`config.mk`:
```
export PLATFORM = sky130hd
export DESIGN_NAME = atm_db_scheduler_flat
export DESIGN_NICKNAME = d
export VERILOG_FILES = /design/src/rtl/atm_pkg.sv /design/src/rtl/atm_db_scheduler_if.sv /design/src/rtl/rr_arbiter.sv /design/src/rtl/atm_db_scheduler.sv /design/src/flat_wrapper.sv
export SDC_FILE = /design/constraint.sdc
export NUM_CORES = 1
export LEC_CHECK = 0
export BUFFER_PORTS_ARGS = -buffer_cell sky130_fd_sc_hd__buf_2
export CORE_UTILIZATION = 45
export DETAILED_ROUTE_END_ITERATION = 10
export MAX_ROUTING_LAYER = met4
export PLACE_DENSITY = 0.74
export SETUP_SLACK_MARGIN = 0.1
export SYNTH_ARGS = -nofsm -noshare
export SYNTH_HDL_FRONTEND = slang
export SYNTH_SLANG_ARGS = --single-unit
export TNS_END_PERCENT = 10
```
`constraint.sdc`:
```
create_clock -name clk -period 5.5 [get_ports clk]
set_input_delay 0.55 -clock clk [delete_from_list [all_inputs] [get_ports clk]]
set_output_delay 0.55 -clock clk [all_outputs]
set_load 0.05 [all_outputs]
```
`src/rtl/atm_pkg.sv`:
```
// Shared definitions for the ATM account-database scheduler.
// Holds the default widths, the terminal operation encoding and the
// scheduler FSM state encoding.
package atm_pkg;

    localparam int unsigned DefTerminalsNum = 4;
    localparam int unsigned DefCardWidth    = 3;
    localparam int unsigned DefBalanceWidth = 20;
    localparam int unsigned DefUsersNum     = 7;

    typedef enum logic [1:0] {
        OpDeposit  = 2'b00,
        OpWithdraw = 2'b01,
        OpInquiry  = 2'b10,
        OpReserved = 2'b11
    } op_e;

    typedef enum logic [1:0] {
        StIdle,
        StRead,
        StCalc,
        StResp
    } state_e;

    // Width of an index into n items, never less than one bit.
    function automatic int unsigned idx_width(input int unsigned n);
        return (n > 1) ? $clog2(n) : 1;
    endfunction

endpackage

```
`src/rtl/atm_db_scheduler_if.sv`:
```
// Bundle of terminal-side and database-side signals of the scheduler.
//   req/req_card/req_op/req_value : per-terminal requests, slice i = terminal i
//   gnt/rsp_valid                 : one-hot per-terminal pulses
//   rsp_balance/rsp_error         : response payload, valid with rsp_valid
//   db_*                          : synchronous-RAM port (rdata one cycle after rd_en)
// slave  : scheduler side
// master : terminals plus database side
interface atm_db_scheduler_if #(
    parameter int unsigned terminals_num = atm_pkg::DefTerminalsNum,
    parameter int unsigned card_width    = atm_pkg::DefCardWidth,
    parameter int unsigned balance_width = atm_pkg::DefBalanceWidth
);
    logic [terminals_num-1:0]               req;
    logic [terminals_num*card_width-1:0]    req_card;
    logic [terminals_num*2-1:0]             req_op;
    logic [terminals_num*balance_width-1:0] req_value;
    logic [terminals_num-1:0]               gnt;
    logic [terminals_num-1:0]               rsp_valid;
    logic [balance_width-1:0]               rsp_balance;
    logic                                   rsp_error;
    logic                                   db_rd_en;
    logic                                   db_wr_en;
    logic [card_width-1:0]                  db_addr;
    logic [balance_width-1:0]               db_wdata;
    logic [balance_width-1:0]               db_rdata;

    modport slave (
        input  req, req_card, req_op, req_value, db_rdata,
        output gnt, rsp_valid, rsp_balance, rsp_error,
        output db_rd_en, db_wr_en, db_addr, db_wdata
    );

    modport master (
        output req, req_card, req_op, req_value, db_rdata,
        input  gnt, rsp_valid, rsp_balance, rsp_error,
        input  db_rd_en, db_wr_en, db_addr, db_wdata
    );

endinterface

```
`src/rtl/rr_arbiter.sv`:
```
// Round-robin selector: scans req starting at index ptr and wrapping,
// returning the first set bit as a one-hot grant plus its index.
//   req     : request vector
//   ptr     : highest-priority index this cycle
//   gnt     : one-hot grant (all zero when no request)
//   gnt_idx : index of the granted bit
module rr_arbiter #(
    parameter int unsigned n     = 4,
    parameter int unsigned ptr_w = 2
) (
    input  logic [n-1:0]     req,
    input  logic [ptr_w-1:0] ptr,
    output logic [n-1:0]     gnt,
    output logic [ptr_w-1:0] gnt_idx
);

    logic             found;
    logic [ptr_w-1:0] idx;

    always_comb begin
        gnt     = '0;
        gnt_idx = '0;
        found   = 1'b0;
        idx     = '0;
        for (int unsigned k = 0; k < n; k++) begin
            idx = ptr_w'((32'(ptr) + k) % n);
            if (!found && req[idx]) begin
                gnt[idx] = 1'b1;
                gnt_idx  = idx;
                found    = 1'b1;
            end
        end
    end

endmodule

```
`src/rtl/atm_db_scheduler.sv`:
```
// Serialises transactions from several ATM terminals onto one account database.
// One transaction is in flight at a time: grant+read, calculate+write, respond.
//   clk, rst : clock and asynchronous active-high reset
//   bus      : terminal requests/responses and database port (slave side)
module atm_db_scheduler
    import atm_pkg::*;
#(
    parameter int unsigned terminals_num = DefTerminalsNum,
    parameter int unsigned card_width    = DefCardWidth,
    parameter int unsigned balance_width = DefBalanceWidth,
    parameter int unsigned users_num     = DefUsersNum
) (
    input logic               clk,
    input logic               rst,
    atm_db_scheduler_if.slave bus
);

    localparam int unsigned ptr_w = idx_width(terminals_num);

    state_e                   state_q, state_d;
    logic [ptr_w-1:0]         ptr_q, win_idx;
    logic [terminals_num-1:0] arb_gnt, gnt_q, sel_q, rsp_valid_q;
    logic [card_width-1:0]    card_q;
    op_e                      op_q;
    logic [balance_width-1:0] value_q, rsp_balance_q, calc_bal;
    logic [balance_width:0]   sum;
    logic                     rsp_error_q, calc_err, calc_wr, card_ok, take, wr_en;

    rr_arbiter #(
        .n     (terminals_num),
        .ptr_w (ptr_w)
    ) u_rr_arbiter (
        .req     (bus.req),
        .ptr     (ptr_q),
        .gnt     (arb_gnt),
        .gnt_idx (win_idx)
    );

    // The RESP cycle arbitrates exactly like IDLE, so back-to-back grants
    // are three cycles apart instead of four.
    assign take = ((state_q == StIdle) || (state_q == StResp)) && (|bus.req);

    always_comb begin
        state_d = state_q;
        unique case (state_q)
            StIdle:  if (take) state_d = StRead;
            StRead:  state_d = StCalc;
            StCalc:  state_d = StResp;
            StResp:  state_d = take ? StRead : StIdle;
            default: state_d = StIdle;
        endcase
    end

    assign card_ok = 32'(card_q) < users_num;

    always_comb begin
        sum      = {1'b0, bus.db_rdata} + {1'b0, value_q};
        calc_bal = bus.db_rdata;
        calc_err = 1'b0;
        calc_wr  = 1'b0;
        unique case (op_q)
            OpDeposit: begin
                if (sum[balance_width]) begin
                    calc_err = 1'b1;
                end else begin
                    calc_bal = sum[balance_width-1:0];
                    calc_wr  = 1'b1;
                end
            end
            OpWithdraw: begin
                if (value_q > bus.db_rdata) begin
                    calc_err = 1'b1;
                end else begin
                    calc_bal = bus.db_rdata - value_q;
                    calc_wr  = 1'b1;
                end
            end
            OpInquiry:  calc_err = 1'b0;
            OpReserved: calc_err = 1'b1;
        endcase
        // Unknown cards were never read; report zero and never write.
        if (!card_ok) begin
            calc_bal = '0;
            calc_err = 1'b1;
            calc_wr  = 1'b0;
        end
    end

    assign wr_en           = (state_q == StCalc) && calc_wr;
    assign bus.db_rd_en    = (state_q == StRead) && card_ok;
    assign bus.db_wr_en    = wr_en;
    assign bus.db_addr     = card_q;
    assign bus.db_wdata    = wr_en ? calc_bal : '0;
    assign bus.gnt         = gnt_q;
    assign bus.rsp_valid   = rsp_valid_q;
    assign bus.rsp_balance = rsp_balance_q;
    assign bus.rsp_error   = rsp_error_q;

    always_ff @(posedge clk or posedge rst) begin
        if (rst) begin
            state_q       <= StIdle;
            ptr_q         <= '0;
            gnt_q         <= '0;
            sel_q         <= '0;
            rsp_valid_q   <= '0;
            card_q        <= '0;
            op_q          <= OpDeposit;
            value_q       <= '0;
            rsp_balance_q <= '0;
            rsp_error_q   <= 1'b0;
        end else begin
            state_q     <= state_d;
            gnt_q       <= take ? arb_gnt : '0;
            rsp_valid_q <= (state_q == StCalc) ? sel_q : '0;
            if (take) begin
                sel_q   <= arb_gnt;
                card_q  <= bus.req_card[win_idx*card_width +: card_width];
                op_q    <= op_e'(bus.req_op[win_idx*2 +: 2]);
                value_q <= bus.req_value[win_idx*balance_width +: balance_width];
                ptr_q   <= (32'(win_idx) == terminals_num - 1) ? '0 : win_idx + 1'b1;
            end
            if (state_q == StCalc) begin
                rsp_balance_q <= calc_bal;
                rsp_error_q   <= calc_err;
            end
        end
    end

endmodule
```
`src/flat_wrapper.sv`:
```
// flat-port wrapper written by rule: the top's interface ports become plain ports
module atm_db_scheduler_flat import atm_pkg::*;
#(
    parameter int unsigned terminals_num = DefTerminalsNum,
    parameter int unsigned card_width    = DefCardWidth,
    parameter int unsigned balance_width = DefBalanceWidth,
    parameter int unsigned users_num     = DefUsersNum
)
  (clk, rst, bus_req, bus_req_card, bus_req_op, bus_req_value, bus_db_rdata, bus_gnt, bus_rsp_valid, bus_rsp_balance, bus_rsp_error, bus_db_rd_en, bus_db_wr_en, bus_db_addr, bus_db_wdata);
  atm_db_scheduler_if #(.terminals_num(terminals_num), .card_width(card_width), .balance_width(balance_width)) bus_i ();
  input logic clk;
  input logic rst;
  input wire logic [$bits(bus_i.req)-1:0] bus_req;
  input wire logic [$bits(bus_i.req_card)-1:0] bus_req_card;
  input wire logic [$bits(bus_i.req_op)-1:0] bus_req_op;
  input wire logic [$bits(bus_i.req_value)-1:0] bus_req_value;
  input wire logic [$bits(bus_i.db_rdata)-1:0] bus_db_rdata;
  output wire logic [$bits(bus_i.gnt)-1:0] bus_gnt;
  output wire logic [$bits(bus_i.rsp_valid)-1:0] bus_rsp_valid;
  output wire logic [$bits(bus_i.rsp_balance)-1:0] bus_rsp_balance;
  output wire logic [$bits(bus_i.rsp_error)-1:0] bus_rsp_error;
  output wire logic [$bits(bus_i.db_rd_en)-1:0] bus_db_rd_en;
  output wire logic [$bits(bus_i.db_wr_en)-1:0] bus_db_wr_en;
  output wire logic [$bits(bus_i.db_addr)-1:0] bus_db_addr;
  output wire logic [$bits(bus_i.db_wdata)-1:0] bus_db_wdata;
  assign bus_i.req = bus_req;
  assign bus_i.req_card = bus_req_card;
  assign bus_i.req_op = bus_req_op;
  assign bus_i.req_value = bus_req_value;
  assign bus_i.db_rdata = bus_db_rdata;
  assign bus_gnt = bus_i.gnt;
  assign bus_rsp_valid = bus_i.rsp_valid;
  assign bus_rsp_balance = bus_i.rsp_balance;
  assign bus_rsp_error = bus_i.rsp_error;
  assign bus_db_rd_en = bus_i.db_rd_en;
  assign bus_db_wr_en = bus_i.db_wr_en;
  assign bus_db_addr = bus_i.db_addr;
  assign bus_db_wdata = bus_i.db_wdata;
  atm_db_scheduler #(.terminals_num(terminals_num), .card_width(card_width), .balance_width(balance_width), .users_num(users_num)) u_core (.clk(clk), .rst(rst), .bus(bus_i));
endmodule
```
==> out/qor.csv, run 1 <==
stage,metric,value,unit
layout,final_cell_count_no_fill,1050,
layout,diodes,0,
placed_design,port_buffers,179,
synth,synth_top_area_cell,dfrtp_1,
pwr,cellLeakagePower,3.806,nW
synth,synth_cell_type_count,76,
worst_setup_path,r2r_slack,1810,ps
floorplan,dieArea,14160,µm²
sta,clock.fmax,229.5,MHz
global_route,track_usage,27.33,%
global_route,grt_pass1_wl,29810,µm
route,wirelength,18580,µm
clocking,max-clock-path-buffers,2,
floorplan,num_rows,42,
sta,hold_violations,0,
placed_design,dpl.hpwl,13850,µm
route,avgViaCountPerCell,5.876,
clocking,cts_root_buffer,clkbuf_16,
worst_setup_path,worst-setup-path-type,reg2out,
worst_setup_path,critPathMaxFanout,11,
clocking,numCtsBuffers,9,
route,drtIter0Drc,448,
route,vias,6170,
worst_setup_path,startpoint_type,register,
route,dr.pass1.iters,5,
synth,syn-cell-area,6158,µm²
placed_design,dp_cells,1034,
synth,synth-seq-cells,62,
synth,synth_top_area_share,25.19,%
clocking,h-tree-depth,3,
synth,yosysWarnings,0,
worst_setup_path,worstPathArrival,3810,ps
global_route,grt_max_degree,64,
synth,syn-num-nets,892,
sta,rsz0062_at_grt,no,
synth,ys_top_cells_by_count,"inv_1, dfrtp_1, mux2i_1",
placed_design,place.gp.congestion,0.9234,
floorplan,initial_core_util,46.32,%
worst_setup_path,r2r_cells,11,
sta,finalCritPeriodShare,79.22,%
route,wl_per_cell,17.70,µm
layout,drive_gt1_share,29.41,%
worst_setup_path,cp.required,4950,ps
floorplan,design.core.area,13300,µm²
clocking,holdBufCountCts,0,
synth,synth_most_common_cell,inv_1,
pwr,power.density,752.6,nW/µm²
route,postRouteAntennaNets,0,
job,drv_cap,0,
clocking,cts_resized,0,
sta,finalSetupViolations,0,
floorplan,ios,180,
layout,nFillCells,1272,
clocking,cts_tree,yes,
global_route,overflow,0,
layout,nets,1046,
floorplan,fp.dieW,119.0,µm
run_status,status,completed,
clocking,clkTransAtPathRegs,60,ps
synth,syn_avg_cell_area,8.613,µm²
synth,synth-main-ff-cell,dfrtp_1,
sta,period_minus_slack,4357,ps
floorplan,fp.dieH,119.0,µm
route,drc,0,
synth,synth_edf_count,0,
synth,seq_area_frac_synth,25.19,%
synth,synthArstFlopShare,100.0,%
sta,final_max_slew_viol_count,0,
worst_setup_path,critPathCaptureType,output pin,
clocking,cts_setup_buffers,0,
pwr,peakVddDrop,0.5232,mV
layout,area_delta_synth_final,20.68,%
clocking,clock_latency,350,ps
worst_setup_path,reg2reg_to,u_core.value_q[11],
sta,finalClockSkew,6.412,ps
synth,synth_area_leaders,"dfrtp_1, ha_1, mux2i_1, mux2_2, inv_1",
clocking,clock_sinks,62,
hold_path,hp-class,in2async,
sta,maxSlewHeadroom,29.34,%
global_route,grt_pass1_vias,5875,
sta,tightest_slew,1060,ps
synth,synthCells,715,
global_route,antenna_found_initial,0,
sta,setup_tns,0,ps
## placed cells by master (no fill, tap or decap), types with 16 or more instances in the layout
cell type,Yosys,layout
inv_1,67,66
a21oi_1,35,35
buf_2,8,179
nor2_1,42,42
mux2i_1,51,51
mux2_2,26,26
o21ai_0,18,18
dfrtp_1,62,62
nor3_1,19,19
nand2_1,48,48
ha_1,49,49
o211ai_1,16,16
o21ai_1,28,28
## where the power goes
part / internal, mW / switching, mW / leakage (nW)
clock: 0.365 / 0.236 / 0.145
combinational: 1.54 / 2.57 / 2.89
sequential: 0.688 / 0.196 / 0.769
total: 2.59 / 3.00 / 3.81
## cell families (layout without fill, tap and decap cells)
| kind of cell | after synthesis | count (layout) | share of synthesized area, % |
|---|---|---|---|
| xor gates and xnor gates | 1 | 1 | 0.1422 |
| AOI/OAI and AO/OA | 236 | 236 | 28.42 |
| DFF | 62 | 62 | 25.19 |
| buffers and inverters | 115 | 274 | 8.371 |
| adders and majority gates | 51 | 51 | 10.61 |
| and+or+nand+nor | 172 | 172 | 13.86 |
| muxes | 78 | 78 | 13.41 |
## cell type report
cell class	instances	area, µm²	share of cell area (%)
multi-input combinational	538	4104	55.22
clock inverter	6	71.32	0.9596
sequential	62	1551	20.88
tap	176	220.2	2.963
timing repair buffer	190	991.0	13.33
inverter	68	255.2	3.434
clock buffer	10	239.0	3.215
## worst max path at each step
stage | from | end | slack [ps] | cells after the start
4_1_cts | u_core.value_q[17] | bus_db_wdata[12] | 1190 | 12
2_1_floorplan | bus_db_rdata[0] | bus_db_wdata[18] | 1250 | 11
3_3_place_gp | bus_db_rdata[0] | bus_db_wdata[19] | 1400 | 13
3_5_place_dp | bus_db_rdata[17] | bus_db_wdata[12] | 1330 | 12
5_1_grt | u_core.value_q[5] | bus_db_wdata[12] | 1030 | 11
6_report | u_core.value_q[12] | bus_db_wdata[12] | 1140 | 11
## registers in the layout, indices dropped and copies added, names as in the netlist, named ones only
register,flops
u_core.bus.rsp_valid,4
u_core.ptr_q,1
u_core.bus.rsp_balance,20
u_core.bus.rsp_error,1
u_core.bus.gnt,4
u_core.op_q,2
u_core.sel_q,4
u_core.value_q,20
u_core.state_q,2
u_core.bus.db_addr,3
## stage by stage
step	util (%)	hold slack (ps)	instance area, µm²	setup slack [ps]	power [mW]
finish	55.90	441.2	7432	1143	5.593
floorplan	-	441.8	6158	1248	4.109
global placement	53.57	450.6	7122	1397	4.917
CTS	55.90	472.3	7432	1191	5.570
detailed placement	53.57	459.0	7122	1333	4.944
global route	55.90	489.8	7432	1033	5.992
## critical path: stages (launching register included)
cell      delay, ps
dfrtp_1         380
inv_1            50
ha_1            390
a21oi_1         320
o211ai_1        250
a21oi_1         250
a21oi_2          90
o21ai_1         690
buf_4           320
nor2_1           80
o311a_1         400
buf_2           240
## per-layer routing
layer | track usage (%) | share of wire, % | vias up
li1 | - | - | 2961
met1 | 35.92 | 45 | 2908
met2 | 42.73 | 47 | 262
met3 | 4.502 | 5.6 | 39
met4 | 8.940 | 2.3 | 0
met5 | - | 0 | -
Note: power is estimated with default switching activity, not from simulation.
==> inputs of run 2 (changes only) <==
==> constraint.sdc (replaced) <==
create_clock -name clk -period 4.02 [get_ports clk]
set_input_delay 0.402 -clock clk [delete_from_list [all_inputs] [get_ports clk]]
set_output_delay 0.402 -clock clk [all_outputs]
set_load 0.05 [all_outputs]
==> out/qor.csv, run 2 (synthesis results as in run 1) <==
stage,metric,value,unit
worst_setup_path,cp.required,3620,ps
floorplan,dieArea,14160,µm²
clocking,clock_latency,360,ps
sta,maxSlewHeadroom,42.23,%
worst_setup_path,critPathCaptureType,output pin,
worst_setup_path,critPathMaxFanout,14,
worst_setup_path,worst-setup-path-type,reg2out,
clocking,clock_sinks,62,
route,drc,0,
route,m1WireLength,8247,µm
sta,tightest_slew,865.3,ps
worst_setup_path,reg2reg_to,u_core.value_q[12],
global_route,grt_max_degree,52,
layout,nets,1060,
route,avgViaCountPerCell,5.842,
layout,area_delta_synth_final,24.26,%
route,wl_per_cell,17.58,µm
sta,finalClockSkew,20.73,ps
sta,final_max_slew_viol_count,0,
global_route,grt_pass1_wl,30210,µm
route,wirelength,18710,µm
worst_setup_path,worstPathArrival,3450,ps
route,vias,6216,
placed_design,dp_cells,1045,
run_status,status,completed,
clocking,numCtsBuffers,9,
global_route,grt_pass1_vias,5852,
global_route,antenna_found_initial,0,
sta,finalCritPeriodShare,95.81,%
sta,hold_violations,0,
clocking,max-clock-path-buffers,2,
layout,diodes,0,
pwr,cellLeakagePower,3.902,nW
floorplan,fp.dieH,119.0,µm
layout,mostFrequentLayoutCell,buf_2,
layout,regArea,1551,µm²
floorplan,num_rows,42,
worst_setup_path,startpoint_type,register,
worst_setup_path,r2r_start,u_core.ptr_q[1],
sta,clock.fmax,259.6,MHz
pwr,power.density,1030,nW/µm²
layout,final_cell_mix,"buf_2, inv_1, dfrtp_1",
floorplan,fp.dieW,119.0,µm
global_route,track_usage,27.92,%
placed_design,port_buffers,179,
clocking,cts_root_buffer,clkbuf_16,
route,drtIter0Drc,502,
route,dr.pass1.iters,7,
worst_setup_path,crit_chain,ha_1 > fa_1 > nand2b_1 > a21boi_2 > o311a_1 > o21ai_4 > o2111ai_4 > buf_6 > o311ai_0 > o311a_1 > clkbuf_4,
floorplan,initial_core_util,46.32,%
route,postRouteAntennaNets,0,
placed_design,dpl.hpwl,14330,µm
floorplan,ios,180,
clocking,cts_tree,yes,
worst_setup_path,cpPeakStageDelay,420,ps
worst_setup_path,r2r_cells,11,
floorplan,design.core.area,13300,µm²
global_route,overflow,0,
sta,finalSetupViolations,0,
pwr,peakVddDrop,1.020,mV
route,wl_met2,8547,µm
job,drv_cap,0,
worst_setup_path,slowest_stage,fa_1,
hold_path,hp-class,in2async,
route,routed.top_layer,met4,
sta,rsz0062_at_grt,yes,
sta,setup_tns,0,ps
layout,multi_input_area,4182,µm²
clocking,clkTransAtPathRegs,70,ps
placed_design,place.gp.congestion,0.9795,
worst_setup_path,r2r_slack,670,ps
route,wl_met3,1504,µm
sta,period_minus_slack,3852,ps
worst_setup_path,cp_common_cell,o311a_1,
layout,drive_gt1_share,31.19,%
clocking,h-tree-depth,3,
layout,nFillCells,1206,
layout,final_cell_count_no_fill,1064,
## run 2: worst max-delay path by stage
stage	startpoint	end	slack [ps]	depth (start not counted)
after global routing	u_core.value_q[4]	bus_db_wdata[17]	20	11
after global placement	bus_db_rdata[0]	bus_db_wdata[18]	280	13
final	u_core.value_q[0]	bus_db_wdata[8]	170	11
after detailed placement	bus_db_rdata[0]	bus_db_wdata[18]	240	13
after CTS	u_core.value_q[0]	bus_db_wdata[19]	30	11
after floorplan	bus_db_rdata[0]	bus_db_wdata[15]	100	11
## run 2: cell type report
cell class / count / share of cell area (%)
Clock buffer: 10 / 2.992
Clock inverter: 6 / 0.9156
Inverter: 68 / 3.336
Tap cell: 176 / 2.878
Multi-Input combinational cell: 538 / 54.64
Timing Repair Buffer: 204 / 14.96
Sequential cell: 62 / 20.27
## run 2: layer usage
layer  vias to the layer above  track usage (%)
met4                         0            10.36
met1                      2903            37.22
met3                        37            5.412
met2                       286            41.86
met5                         -                -
li1                       2990                -
## run 2: timing repair
action	CTS	global route
pin swaps	0	4
hold buffers	0	0
setup endpoints to repair	14	21
cloned	0	0
gates resized for setup	1	43
setup buffers	0	3
## run 2: per-stage QoR
stage | setup slack (ps) | hold WS [ps] | cell area [µm²] | total power [mW] | util (%)
2_1_floorplan | 96.66 | 441.8 | 6163 | 5.626 | -
3_3_place_gp | 281.4 | 452.3 | 7209 | 6.832 | 54.23
3_5_place_dp | 244.1 | 459.8 | 7209 | 6.873 | 54.23
4_1_cts | 34.04 | 266.2 | 7511 | 7.712 | 56.49
5_1_grt | 18.64 | 323.7 | 7652 | 8.446 | 57.56
6_report | 168.3 | 224.6 | 7652 | 7.879 | 57.56
## run 2: critical path: cells and delay by family, from the launching register on
kind | cells | cell delay (ps)
AO/OA/AOI/OAI | 6 | 1460
adder cells (fa/ha/maj) | 2 | 640
buffers and inverters | 2 | 450
flip-flops | 1 | 410
AND/OR/NAND/NOR | 1 | 140
## run 2: power breakdown
group	total (mW)	internal, mW	switching [mW]
clock	0.810	0.484	0.326
combinational	5.90	2.27	3.62
sequential	1.17	0.942	0.231
